`config.mk`:
```
export PLATFORM = sky130hd
export DESIGN_NAME = arcade_input_mapper
export DESIGN_NICKNAME = d
export VERILOG_FILES = /design/src/rtl/arcade_input_mapper.sv
export SDC_FILE = /design/constraint.sdc
export NUM_CORES = 1
export LEC_CHECK = 0
export CELL_PAD_IN_SITES_DETAIL_PLACEMENT = 0
export CELL_PAD_IN_SITES_GLOBAL_PLACEMENT = 2
export CORE_MARGIN = 2
export CORE_UTILIZATION = 35
export DETAILED_ROUTE_END_ITERATION = 16
export PLACE_DENSITY_LB_ADDON = 0.3
export SLEW_MARGIN = 20
export SYNTH_ARGS = -nofsm -noshare
export SYNTH_HDL_FRONTEND = slang
export SYNTH_SLANG_ARGS = --single-unit
```
`constraint.sdc`:
```
create_clock -name clk_sys -period 3.55 [get_ports clk_sys]
set_input_delay 0.355 -clock clk_sys [delete_from_list [all_inputs] [get_ports clk_sys]]
set_output_delay 0.355 -clock clk_sys [all_outputs]
set_load 0.005 [all_outputs]
```
`src/rtl/arcade_input_mapper.sv`:
```
// Player-input front end: merges PS/2 keys and MiSTer joystick words into registered
// per-player controls with rotation, opposing-direction cleanup, coin shaping and autofire.
module arcade_input_mapper #(
  parameter int unsigned PLAYERS         = 2,
  parameter logic [15:0] COIN_PULSE      = 16'd20000,
  parameter int unsigned AUTOFIRE_FRAMES = 4,
  parameter bit          SOCD_NEUTRAL    = 1'b1
) (
  input  logic                   clk_sys,
  input  logic                   reset,
  input  logic [10:0]            ps2_key,
  input  logic [16*PLAYERS-1:0]  joy_in,
  input  logic [1:0]             rotate,
  input  logic                   frame_tick,
  input  logic [PLAYERS-1:0]     autofire_en,
  output logic [4*PLAYERS-1:0]   dir_out,
  output logic [2*PLAYERS-1:0]   fire_out,
  output logic [PLAYERS-1:0]     start_out,
  output logic [PLAYERS-1:0]     coin_out
);

  localparam int unsigned CNT_W = $clog2(COIN_PULSE) + 1;
  localparam logic [CNT_W-1:0] COIN_LOAD = CNT_W'(COIN_PULSE - 16'd1);
  localparam logic [3:0] AF_LAST = 4'(AUTOFIRE_FRAMES - 1);

  typedef enum logic [1:0] {ST_IDLE, ST_PULSE, ST_LOCK} coin_state_e;

  // One bit per physical key so that two keys sharing a function release independently.
  logic                          old_toggle_q, old_toggle_d;
  logic [9:0]                    p0_key_q, p0_key_d;
  logic [8:0]                    p1_key_q, p1_key_d;
  logic [PLAYERS-1:0][7:0]       key_bits;
  logic [PLAYERS-1:0][7:0]       raw_q, raw_d;
  logic [PLAYERS-1:0]            coin_prev_q, coin_prev_d;
  coin_state_e                   coin_st_q [PLAYERS];
  coin_state_e                   coin_st_d [PLAYERS];
  logic [CNT_W-1:0]              coin_cnt_q [PLAYERS];
  logic [CNT_W-1:0]              coin_cnt_d [PLAYERS];
  logic [PLAYERS-1:0]            af_phase_q, af_phase_d;
  logic [3:0]                    af_cnt_q [PLAYERS];
  logic [3:0]                    af_cnt_d [PLAYERS];
  logic [4*PLAYERS-1:0]          dir_q, dir_d;
  logic [2*PLAYERS-1:0]          fire_q, fire_d;
  logic [PLAYERS-1:0]            start_q, start_d;
  logic [PLAYERS-1:0]            coin_q, coin_d;
  logic                          unused_joy;

  always_comb begin
    old_toggle_d = old_toggle_q;
    p0_key_d     = p0_key_q;
    p1_key_d     = p1_key_q;
    if (ps2_key[10] != old_toggle_q) begin
      old_toggle_d = ps2_key[10];
      case (ps2_key[8:0])
        9'h175: p0_key_d[0] = ps2_key[9];
        9'h172: p0_key_d[1] = ps2_key[9];
        9'h16B: p0_key_d[2] = ps2_key[9];
        9'h174: p0_key_d[3] = ps2_key[9];
        9'h029: p0_key_d[4] = ps2_key[9];
        9'h014: p0_key_d[5] = ps2_key[9];
        9'h011: p0_key_d[6] = ps2_key[9];
        9'h016: p0_key_d[7] = ps2_key[9];
        9'h005: p0_key_d[8] = ps2_key[9];
        9'h02E: p0_key_d[9] = ps2_key[9];
        9'h02D: p1_key_d[0] = ps2_key[9];
        9'h02B: p1_key_d[1] = ps2_key[9];
        9'h023: p1_key_d[2] = ps2_key[9];
        9'h034: p1_key_d[3] = ps2_key[9];
        9'h01C: p1_key_d[4] = ps2_key[9];
        9'h01B: p1_key_d[5] = ps2_key[9];
        9'h01E: p1_key_d[6] = ps2_key[9];
        9'h006: p1_key_d[7] = ps2_key[9];
        9'h036: p1_key_d[8] = ps2_key[9];
        default: ;
      endcase
    end
  end

  // Key bits packed in joystick order {coin,start,fireB,fireA,up,down,left,right}.
  always_comb begin
    key_bits   = '0;
    unused_joy = 1'b0;
    for (int p = 0; p < PLAYERS; p++) begin
      unused_joy = unused_joy ^ (^joy_in[16*p+8 +: 8]);
      if (p == 0)
        key_bits[p] = {p0_key_q[9], p0_key_q[7] | p0_key_q[8], p0_key_q[6],
                       p0_key_q[4] | p0_key_q[5], p0_key_q[0], p0_key_q[1],
                       p0_key_q[2], p0_key_q[3]};
      else if (p == 1)
        key_bits[p] = {p1_key_q[8], p1_key_q[6] | p1_key_q[7], p1_key_q[5],
                       p1_key_q[4], p1_key_q[0], p1_key_q[1], p1_key_q[2], p1_key_q[3]};
    end
  end

  always_comb begin
    logic up, dn, lf, rt;
    up = 1'b0; dn = 1'b0; lf = 1'b0; rt = 1'b0;
    raw_d       = raw_q;
    coin_prev_d = coin_prev_q;
    coin_st_d   = coin_st_q;
    coin_cnt_d  = coin_cnt_q;
    af_phase_d  = af_phase_q;
    af_cnt_d    = af_cnt_q;
    dir_d       = dir_q;
    fire_d      = fire_q;
    start_d     = start_q;
    coin_d      = coin_q;
    for (int p = 0; p < PLAYERS; p++) begin
      raw_d[p] = joy_in[16*p +: 8] | key_bits[p];

      case (rotate)
        2'd1:    begin up = raw_q[p][1]; dn = raw_q[p][0]; lf = raw_q[p][2]; rt = raw_q[p][3]; end
        2'd2:    begin up = raw_q[p][2]; dn = raw_q[p][3]; lf = raw_q[p][0]; rt = raw_q[p][1]; end
        2'd3:    begin up = raw_q[p][0]; dn = raw_q[p][1]; lf = raw_q[p][3]; rt = raw_q[p][2]; end
        default: begin up = raw_q[p][3]; dn = raw_q[p][2]; lf = raw_q[p][1]; rt = raw_q[p][0]; end
      endcase
      if (SOCD_NEUTRAL && up && dn) begin up = 1'b0; dn = 1'b0; end
      if (SOCD_NEUTRAL && lf && rt) begin lf = 1'b0; rt = 1'b0; end
      dir_d[4*p +: 4] = {up, dn, lf, rt};
      fire_d[2*p+1]   = raw_q[p][5];
      start_d[p]      = raw_q[p][6];

      // Phase restarts high whenever fireA is released so a fresh press fires at once.
      if (!autofire_en[p] || !raw_q[p][4]) begin
        fire_d[2*p]   = raw_q[p][4] & ~autofire_en[p];
        af_phase_d[p] = 1'b1;
        af_cnt_d[p]   = '0;
      end else begin
        fire_d[2*p] = af_phase_q[p];
        if (frame_tick) begin
          if (af_cnt_q[p] == AF_LAST) begin
            af_phase_d[p] = ~af_phase_q[p];
            af_cnt_d[p]   = '0;
          end else begin
            af_cnt_d[p] = af_cnt_q[p] + 4'd1;
          end
        end
      end

      coin_prev_d[p] = raw_q[p][7];
      case (coin_st_q[p])
        ST_IDLE: if (raw_q[p][7] && !coin_prev_q[p]) begin
          coin_st_d[p]  = ST_PULSE;
          coin_cnt_d[p] = COIN_LOAD;
        end
        ST_PULSE: if (coin_cnt_q[p] == '0) coin_st_d[p] = ST_LOCK;
                  else coin_cnt_d[p] = coin_cnt_q[p] - 1'b1;
        ST_LOCK: if (!raw_q[p][7]) coin_st_d[p] = ST_IDLE;
        default: coin_st_d[p] = ST_IDLE;
      endcase
      coin_d[p] = (coin_st_d[p] == ST_PULSE);
    end
  end

  // Raw coin and its history reset to 1 so a coin held through reset cannot pulse.
  always_ff @(posedge clk_sys) begin
    if (reset) begin
      old_toggle_q <= ps2_key[10];
      p0_key_q     <= '0;
      p1_key_q     <= '0;
      coin_prev_q  <= '1;
      af_phase_q   <= '1;
      dir_q        <= '0;
      fire_q       <= '0;
      start_q      <= '0;
      coin_q       <= '0;
      for (int p = 0; p < PLAYERS; p++) begin
        raw_q[p]      <= 8'h80;
        coin_st_q[p]  <= ST_IDLE;
        coin_cnt_q[p] <= '0;
        af_cnt_q[p]   <= '0;
      end
    end else begin
      old_toggle_q <= old_toggle_d;
      p0_key_q     <= p0_key_d;
      p1_key_q     <= p1_key_d;
      raw_q        <= raw_d;
      coin_prev_q  <= coin_prev_d;
      coin_st_q    <= coin_st_d;
      coin_cnt_q   <= coin_cnt_d;
      af_phase_q   <= af_phase_d;
      af_cnt_q     <= af_cnt_d;
      dir_q        <= dir_d;
      fire_q       <= fire_d;
      start_q      <= start_d;
      coin_q       <= coin_d;
    end
  end

  assign dir_out   = dir_q;
  assign fire_out  = fire_q;
  assign start_out = start_q;
  assign coin_out  = coin_q;

endmodule
```
# After elaboration in Yosys (flattened, before gate mapping)
# Index checks and enable logic that the tools add are counted.
# W data, S select, Z words.
[totals]
ff_bits = 100
inputBits = 50
output_inout_bits = 16
word_cells = 166
[op_classes]
addsub = 4
n_eq_ne = 35
mux = 28
n_bitwise = 11
reduce_logical = 50
[ops]
columns = ["op", "count"]
rows = [
  ["$mux W16", 4],
  ["$pmux W16 S2", 2],
  ["$eq A9 B6 Y1 const B", 7],
  ["$eq A9 B5 Y1 const B", 6],
  ["$reduce_and A2 Y1", 21],
  ["$eq A9 B9 Y1 const B", 4],
  ["$logic_not A16 Y1", 2],
  ["$sub A16 B1 Y16 const B", 2],
  ["$pmux W1 S3", 8],
  ["$eq A9 B3 Y1 const B", 2],
  ["$or A8 B8 Y8", 2],
  ["$mux W2", 6],
  ["$pmux W2 S3", 2],
  ["$reduce_or A2 Y1", 6],
  ["$eq A2 B1 Y1 const B", 5],
  ["$add A4 B1 Y4 const B", 2],
  ["$eq A2 B2 Y1 const B", 4],
  ["$eq A4 B2 Y1 const B", 2],
  ["$mux W4", 2],
  ["$ne A2 B2 Y1 const B", 4],
  ["$logic_and A1 B1 Y1", 6],
  ["$logic_not A1 Y1", 6],
  ["$reduce_and A3 Y1", 2],
  ["$reduce_bool A2 Y1", 3],
  ["7 further kinds", 18],
]

# Longest topological paths before layout
# Gate-level depths: netlist of run 1.
[logic_depth]
depth_word = 5
ltp_mapped = 7
mapped_depth_nobuf = 6

# Worst setup path before layout of run 1
# Ideal clock, no wire load.
[synth_timing]
path_kind = "reg2reg"
startpoint = "register coin_cnt_q[8] (netlist bit)"
endpoint = "register coin_cnt_q[2] (netlist bit)"
setup_ps = 137
arrival_ps = 1684
required_time_ps = 3413
slack_ps = 1729
path_stages_with_launch = 6
path_buffers = 1
path_cell_list = "dfxtp_1 or4_1 buf_6 nor4_4 or3_2 a31oi_1"
[synth_via]
elab_chain_len = 3
[synth_lines]
columns = ["element", "line", "text"]
rows = [
  ["from (decl)", "37", "logic [CNT_W-1:0] coin_cnt_q [PLAYERS];"],
  ["from (signal assigned)", "180", "coin_cnt_q <= coin_cnt_d;"],
  ["$logic_not A16 Y1", "146", "ST_PULSE: if (coin_cnt_q[p] == '0) coin_st_d[p] = ST_LOCK;"],
  ["$ne A2 B2 Y1 (no source line)", "n/a", ""],
  ["$reduce_and A3 Y1 (no source line)", "n/a", ""],
]
# Every way passes these cells.
# A chain may end at the register's enable or synchronous reset.

# Worst setup path after layout of run 1
# Same ends and word-level chain as after synthesis.

==> results.ini, run 1 <==
[run_status]
status=complete, no violations

[pwr]
p_leak_nw=1.95
power_frac_comb=0.139
clock_power_share=0.408
power_density_nw_per_um2=493
power_frac_seq=0.453
sw_frac_of_total=0.256
ir_drop_mv=0.219
internal_power_mw=1.98
switching_power_uw=682

[finish]
area_growth_pct=21.5
diodes=0
nets=599
drive_gt1_frac=0.0836
design_area_um2=5400
fillCellCount=1304

[floorplan]
fp.dieW_um=117
ios=66
coreArea_um2=12500
fp-row-count=41
start_util=0.355
die-area_um2=13600
fp.dieH_um=117

[clock_network]
htreeDepth=3
tritoncts=built
cts_num_sinks=100
clk_pin_slew_ns=0.07
cts_buffer_depth=2
cts_made_buffers=9
cts_resized=0
clk_latency_ns=0.35
post_cts_buffers=0
ctsHoldBuffers=0
root_buffer=clkbuf_16

[global_routing]
grt_usage=0.160
grt_pass1_wl_um=17000
grt_start_max_net_pins=72
grt-ovfl-total=0
grt_pass1_vias=3478
antenna_found_initial=0

[placement]
placed_cell_area_um2=5060
gp_congestion=0.777
port_buffers=49
dpl.hpwl_um=7210

[logic_synthesis]
synth_edf_count=1
async_flop_share=0
ys_ff_latch=100
synth_cells=505
synth_flop_cell=dfxtp_1
syn_area_um2=4440
yosysTopAreaCellShare=0.446
synth.largest_area_cell=dfxtp_1
ys_types=50
yosys-top-cells-area=dfxtp_1 45%, a21oi_1 4.8%, nor2_1 4.8%, mux2i_1 3.6%, nand2_1 3.1%
synthTopCellsByCount=99 x dfxtp_1, 57 x nor2_1, 43 x a21oi_1
synth.net_count=559
ys_seq_area_frac=0.453
synth.most_common_cell=dfxtp_1
yosys_warnings=0
synth.avg_cell_area_um2=8.80

[routing]
ant_nets=0
drtIter0Drc=186
vias_per_cell=5.26
wl_per_cell_um=14.2
totalWireLength_um=10200
first_pass_iters=4
drc=0
vias=3801

[job]
max-cap-violations=0

[sta]
fin_tns_setup_ns=0
final.period_utilization=0.596
max_freq_mhz=472
relSlewSlack=0.405
rsz0062_at_grt=no
worstMarginPinSlew_ns=0.890
maxSlewViolCount=0
hold_viol=0
finalCriticalPeriod_ns=2.12
setup_violations=0
skew_ns=0.00668

[worst_setup_path]
crit_fanout=10
cp.arrival_ns=2.32
worstPathRequired_ns=3.76
critPathLaunchType=register
critPathCaptureType=register
critPathKind=register to register

[hold_path]
hold_class=register to register

[final cells by class]
| class | instances | area [um2] | share of cell area |
|---|---|---|---|
| Timing Repair Buffer | 50 | 493 | 0.0913 |
| Clock inverter | 5 | 82.6 | 0.0153 |
| Sequential cell | 100 | 2010 | 0.373 |
| Inverter | 12 | 45.0 | 0.00834 |
| Tap cell | 172 | 215 | 0.0399 |
| Multi-Input combinational cell | 372 | 2300 | 0.426 |
| Clock buffer | 11 | 253 | 0.0468 |
[critical path: stages (launching register included)]
cell and delay, ns:
dfxtp_1 0.38, or4_1 0.72, nor4_4 0.59, or3_2 0.21, a31oi_1 0.07
[per-layer routing]
metal  share of wire  vias to the layer above  global-route usage
met3           0.031                       14              0.0394
met5               0                        -                   0
met1            0.49                     1772               0.217
met2            0.46                       57               0.249
met4           0.019                        0              0.0541
li1                -                     1958                   -
[sequential cells by signal, indices dropped and copies added (netlist names)]
signal,cells
p1_key_q,9
dir_out,8
start_out,2
af_cnt_q,8
coin_cnt_q,32
fire_d,2
coin_prev_d,2
p0_key_q,10
af_phase_q,2
coin_st_q,4
old_toggle_q,1
coin_prev_q,2
raw_q,12
coin_out,2
fire_out,4
[power by group through the flow]
stage | sequential, mW | clock (mW) | combinational, mW
detailed placement | 1.23 | 0 | 0.372
global placement | 1.23 | 0 | 0.369
floorplan | 1.22 | 0 | 0.257
global route | 1.21 | 1.16 | 0.417
finish | 1.21 | 1.09 | 0.370
CTS | 1.21 | 1.12 | 0.374
[worst paths after layout]
check | start | to | slack, ns | cells past startpoint
worst min-delay path | fire_d[3] | fire_out[3] | 0.44 | 1
worst max register to register | coin_cnt_q[8] | coin_cnt_q[2] | 1.43 | 4
worst max-delay path | coin_cnt_q[8] | coin_cnt_q[2] | 1.43 | 4
worst min register to register | fire_d[3] | fire_out[3] | 0.44 | 1
[per-stage QoR]
step                setup WS [ns]  utilization  total power, mW  hold WS [ns]  instances
floorplan                    1.73            -             1.48         0.408        505
global placement             1.22        0.405             1.60         0.427        706
CTS                          1.41        0.431             2.70         0.445        722
finish                       1.43        0.431             2.66         0.441        722
global route                 1.25        0.431             2.79         0.456        722
detailed placement           1.23        0.405             1.60         0.436        706
[cell usage in the layout, fill, tap and decap left out, drive strengths merged, types with 3 or more instances in the layout]
master,instances
a211oi,4
a21oi,43
a311oi,4
a31o,4
a31oi,10
and3,7
and4,4
clkbuf,11
clkdlybuf4s50,48
dfxtp,99
ha,4
inv,13
mux2,4
mux2i,16
nand2,37
nand2b,10
nand3,17
nand3b,3
nand4,19
nand4b,3
nor2,57
nor2b,12
nor3,13
nor3b,10
nor4,13
nor4b,4
o21ai,11
o31ai,11
o41ai,7
or2,3
or3,15
or4,12
or4b,3
xnor2,3
xor2,3
[cell families after synthesis]
group / synth area share
multiplexers: 0.0462
AO/OA/AOI/OAI: 0.138
adder cells (fa/ha/maj): 0.0113
AND/OR/NAND/NOR: 0.311
flip-flops: 0.453
buffers and inverters: 0.0298
XOR/XNOR: 0.0118
(Power assumes the default switching activity.)
==> run 2, diff against run 1 <==
--- a/config.mk
+++ b/config.mk
@@ -8,7 +8,7 @@
 export CELL_PAD_IN_SITES_DETAIL_PLACEMENT = 0
 export CELL_PAD_IN_SITES_GLOBAL_PLACEMENT = 2
 export CORE_MARGIN = 2
-export CORE_UTILIZATION = 35
+export CORE_UTILIZATION = 29
 export DETAILED_ROUTE_END_ITERATION = 16
 export PLACE_DENSITY_LB_ADDON = 0.3
 export SLEW_MARGIN = 20
==> constraint.sdc (replaced) <==
create_clock -name clk_sys -period 1.9 [get_ports clk_sys]
set_input_delay 0.19 -clock clk_sys [delete_from_list [all_inputs] [get_ports clk_sys]]
set_output_delay 0.19 -clock clk_sys [all_outputs]
set_load 0.005 [all_outputs]
==> results.ini, run 2 (same netlist as run 1, synthesis figures left out) <==
[worst_setup_path]
r2r_cells=4
r2r_start=coin_cnt_q[2]
critPathLaunch=coin_cnt_q[2]
crit_fanout=7
regToRegSetupSlack_ns=0.13
r2r-end=coin_cnt_q[9]
worstPathRequired_ns=2.17
critPathCaptureType=register
critPathLaunchType=register
critPathKind=register to register
cp.arrival_ns=2.05

[floorplan]
coreArea_um2=15100
die-area_um2=16300
ios=66
fp.dieH_um=128
start_util=0.295
fp-row-count=45
fp.dieW_um=128

[global_routing]
grt_pass1_vias=3813
grt_usage=0.144
grt-ovfl-total=0
grt_pass1_wl_um=18900
antenna_found_initial=0
grt_start_max_net_pins=72

[clock_network]
htreeDepth=3
cts_made_buffers=9
clk_pin_slew_ns=0.07
cts_num_sinks=100
tritoncts=built
root_buffer=clkbuf_16
clk_latency_ns=0.35
cts_buffer_depth=2

[sta]
rsz0062_at_grt=no
max_freq_mhz=563
finalCriticalPeriod_ns=1.77
setup_violations=0
relSlewSlack=0.701
worstMarginPinSlew_ns=0.442
final.period_utilization=0.934
skew_ns=0.00828
maxSlewViolCount=0
hold_ws_ns=0.331
hold_viol=0

[routing]
wl_per_cell_um=14.1
first_pass_iters=4
ant_nets=0
vias=4033
drc=0
drtIter0Drc=189
vias_per_cell=5.09
totalWireLength_um=11200

[pwr]
internal_power_mw=3.77
power_density_nw_per_um2=874
power_frac_comb=0.185
sw_frac_of_total=0.268
clock_power_share=0.378
p_leak_nw=2.22
switching_power_mw=1.38
ir_drop_mv=0.425
power_frac_seq=0.438

[finish]
reg_top3=coin_cnt_q: 32 flops, raw_q: 12 flops, p0_key_q: 10 flops
layout_common_cells=97 x dfxtp_1, 57 x nor2_1, 53 x buf_4
multiInputGateArea_um2=2360
nets=653
design_area_um2=5890
area_growth_pct=32.5
drive_gt1_frac=0.184
final_cells=792
diodes=0
regMostFlops=coin_cnt_q
seq_area_um2=2020
largest_reg_flops=32
final_common_cell=dfxtp_1
fillCellCount=1562

[placement]
dpl.hpwl_um=8000
placed_cell_area_um2=5510
port_buffers=49
gp_congestion=0.779
placed_cells=775

[hold_path]
hold_class=primary input to register
min_path_cells=3
min_from=reset
holdPathEnd=coin_st_q[2]

[run_status]
status=complete, no violations

[job]
max-cap-violations=0

-- run 2: changes by cell type in the layout (fill, tap and decap cells not counted), moves of 2 or more --
cell | before | now
inv_1 | 12 | 10
or4_1 | 9 | 7
buf_4 | 1 | 53
buf_12 | 0 | 2
inv_2 | 0 | 2
or4_4 | 1 | 3
dfxtp_1 | 99 | 97
-- run 2: worst max path at each step --
stage / slack [ns] / to / cells past startpoint
2_1_floorplan: 0.08 / coin_cnt_q[2] / 5
3_3_place_gp: 0.04 / p0_key_q[5] / 6
3_5_place_dp: -0.002 / p1_key_q[4] / 6
4_1_cts: 0.007 / coin_cnt_q[27] / 6
5_1_grt: 0.009 / coin_cnt_q[0] / 7
6_report: 0.13 / coin_cnt_q[9] / 4
-- run 2: per-stage QoR --
stage               power (mW)  setup WS, ns  utilization  setup TNS [ns]
finish                    5.15         0.125        0.390               0
global route              5.40       0.00857        0.390               0
CTS                       5.15       0.00696        0.386               0
detailed placement        3.20      -0.00194        0.365        -0.00194
global placement          3.19        0.0445        0.365               0
floorplan                 2.77        0.0790            -               0
-- run 2: cell type report --
class | instances | share of cell area
Tap cell | 188 | 0.0400
Sequential cell | 100 | 0.343
Clock inverter | 5 | 0.00978
Timing Repair Buffer | 104 | 0.157
Clock buffer | 11 | 0.0429
Multi-Input combinational cell | 372 | 0.400
Inverter | 12 | 0.00765
-- run 2: what timing repair did --
action	CTS	global route
endpoints found under the setup margin	0	22
hold buffers	0	0
endpoints found under the hold margin	0	0
setup buffers	0	1
gates resized for setup	0	17
-- run 2: power groups by stage --
| stage | Clock, mW | Sequential, mW | Combinational, mW |
|---|---|---|---|
| 4_1_cts | 2.00 | 2.24 | 0.910 |
| 2_1_floorplan | 0 | 2.29 | 0.480 |
| 5_1_grt | 2.09 | 2.26 | 1.05 |
| 6_report | 1.94 | 2.25 | 0.951 |
| 3_3_place_gp | 0 | 2.29 | 0.896 |
| 3_5_place_dp | 0 | 2.29 | 0.904 |
-- run 2: worst max-delay path: stages (launching register included) --
cell and delay, ns:
dfxtp_1 0.39, nor4_1 0.37, nand3_1 0.18, or4_2 0.57, a31oi_2 0.19
-- run 2: metal layers --
layer	GRT usage	share of wire	vias to the layer above
met1	0.194	0.50	1893
met5	0	0	-
met3	0.0259	0.031	15
met2	0.227	0.45	52
met4	0.0633	0.021	0
li1	-	-	2073
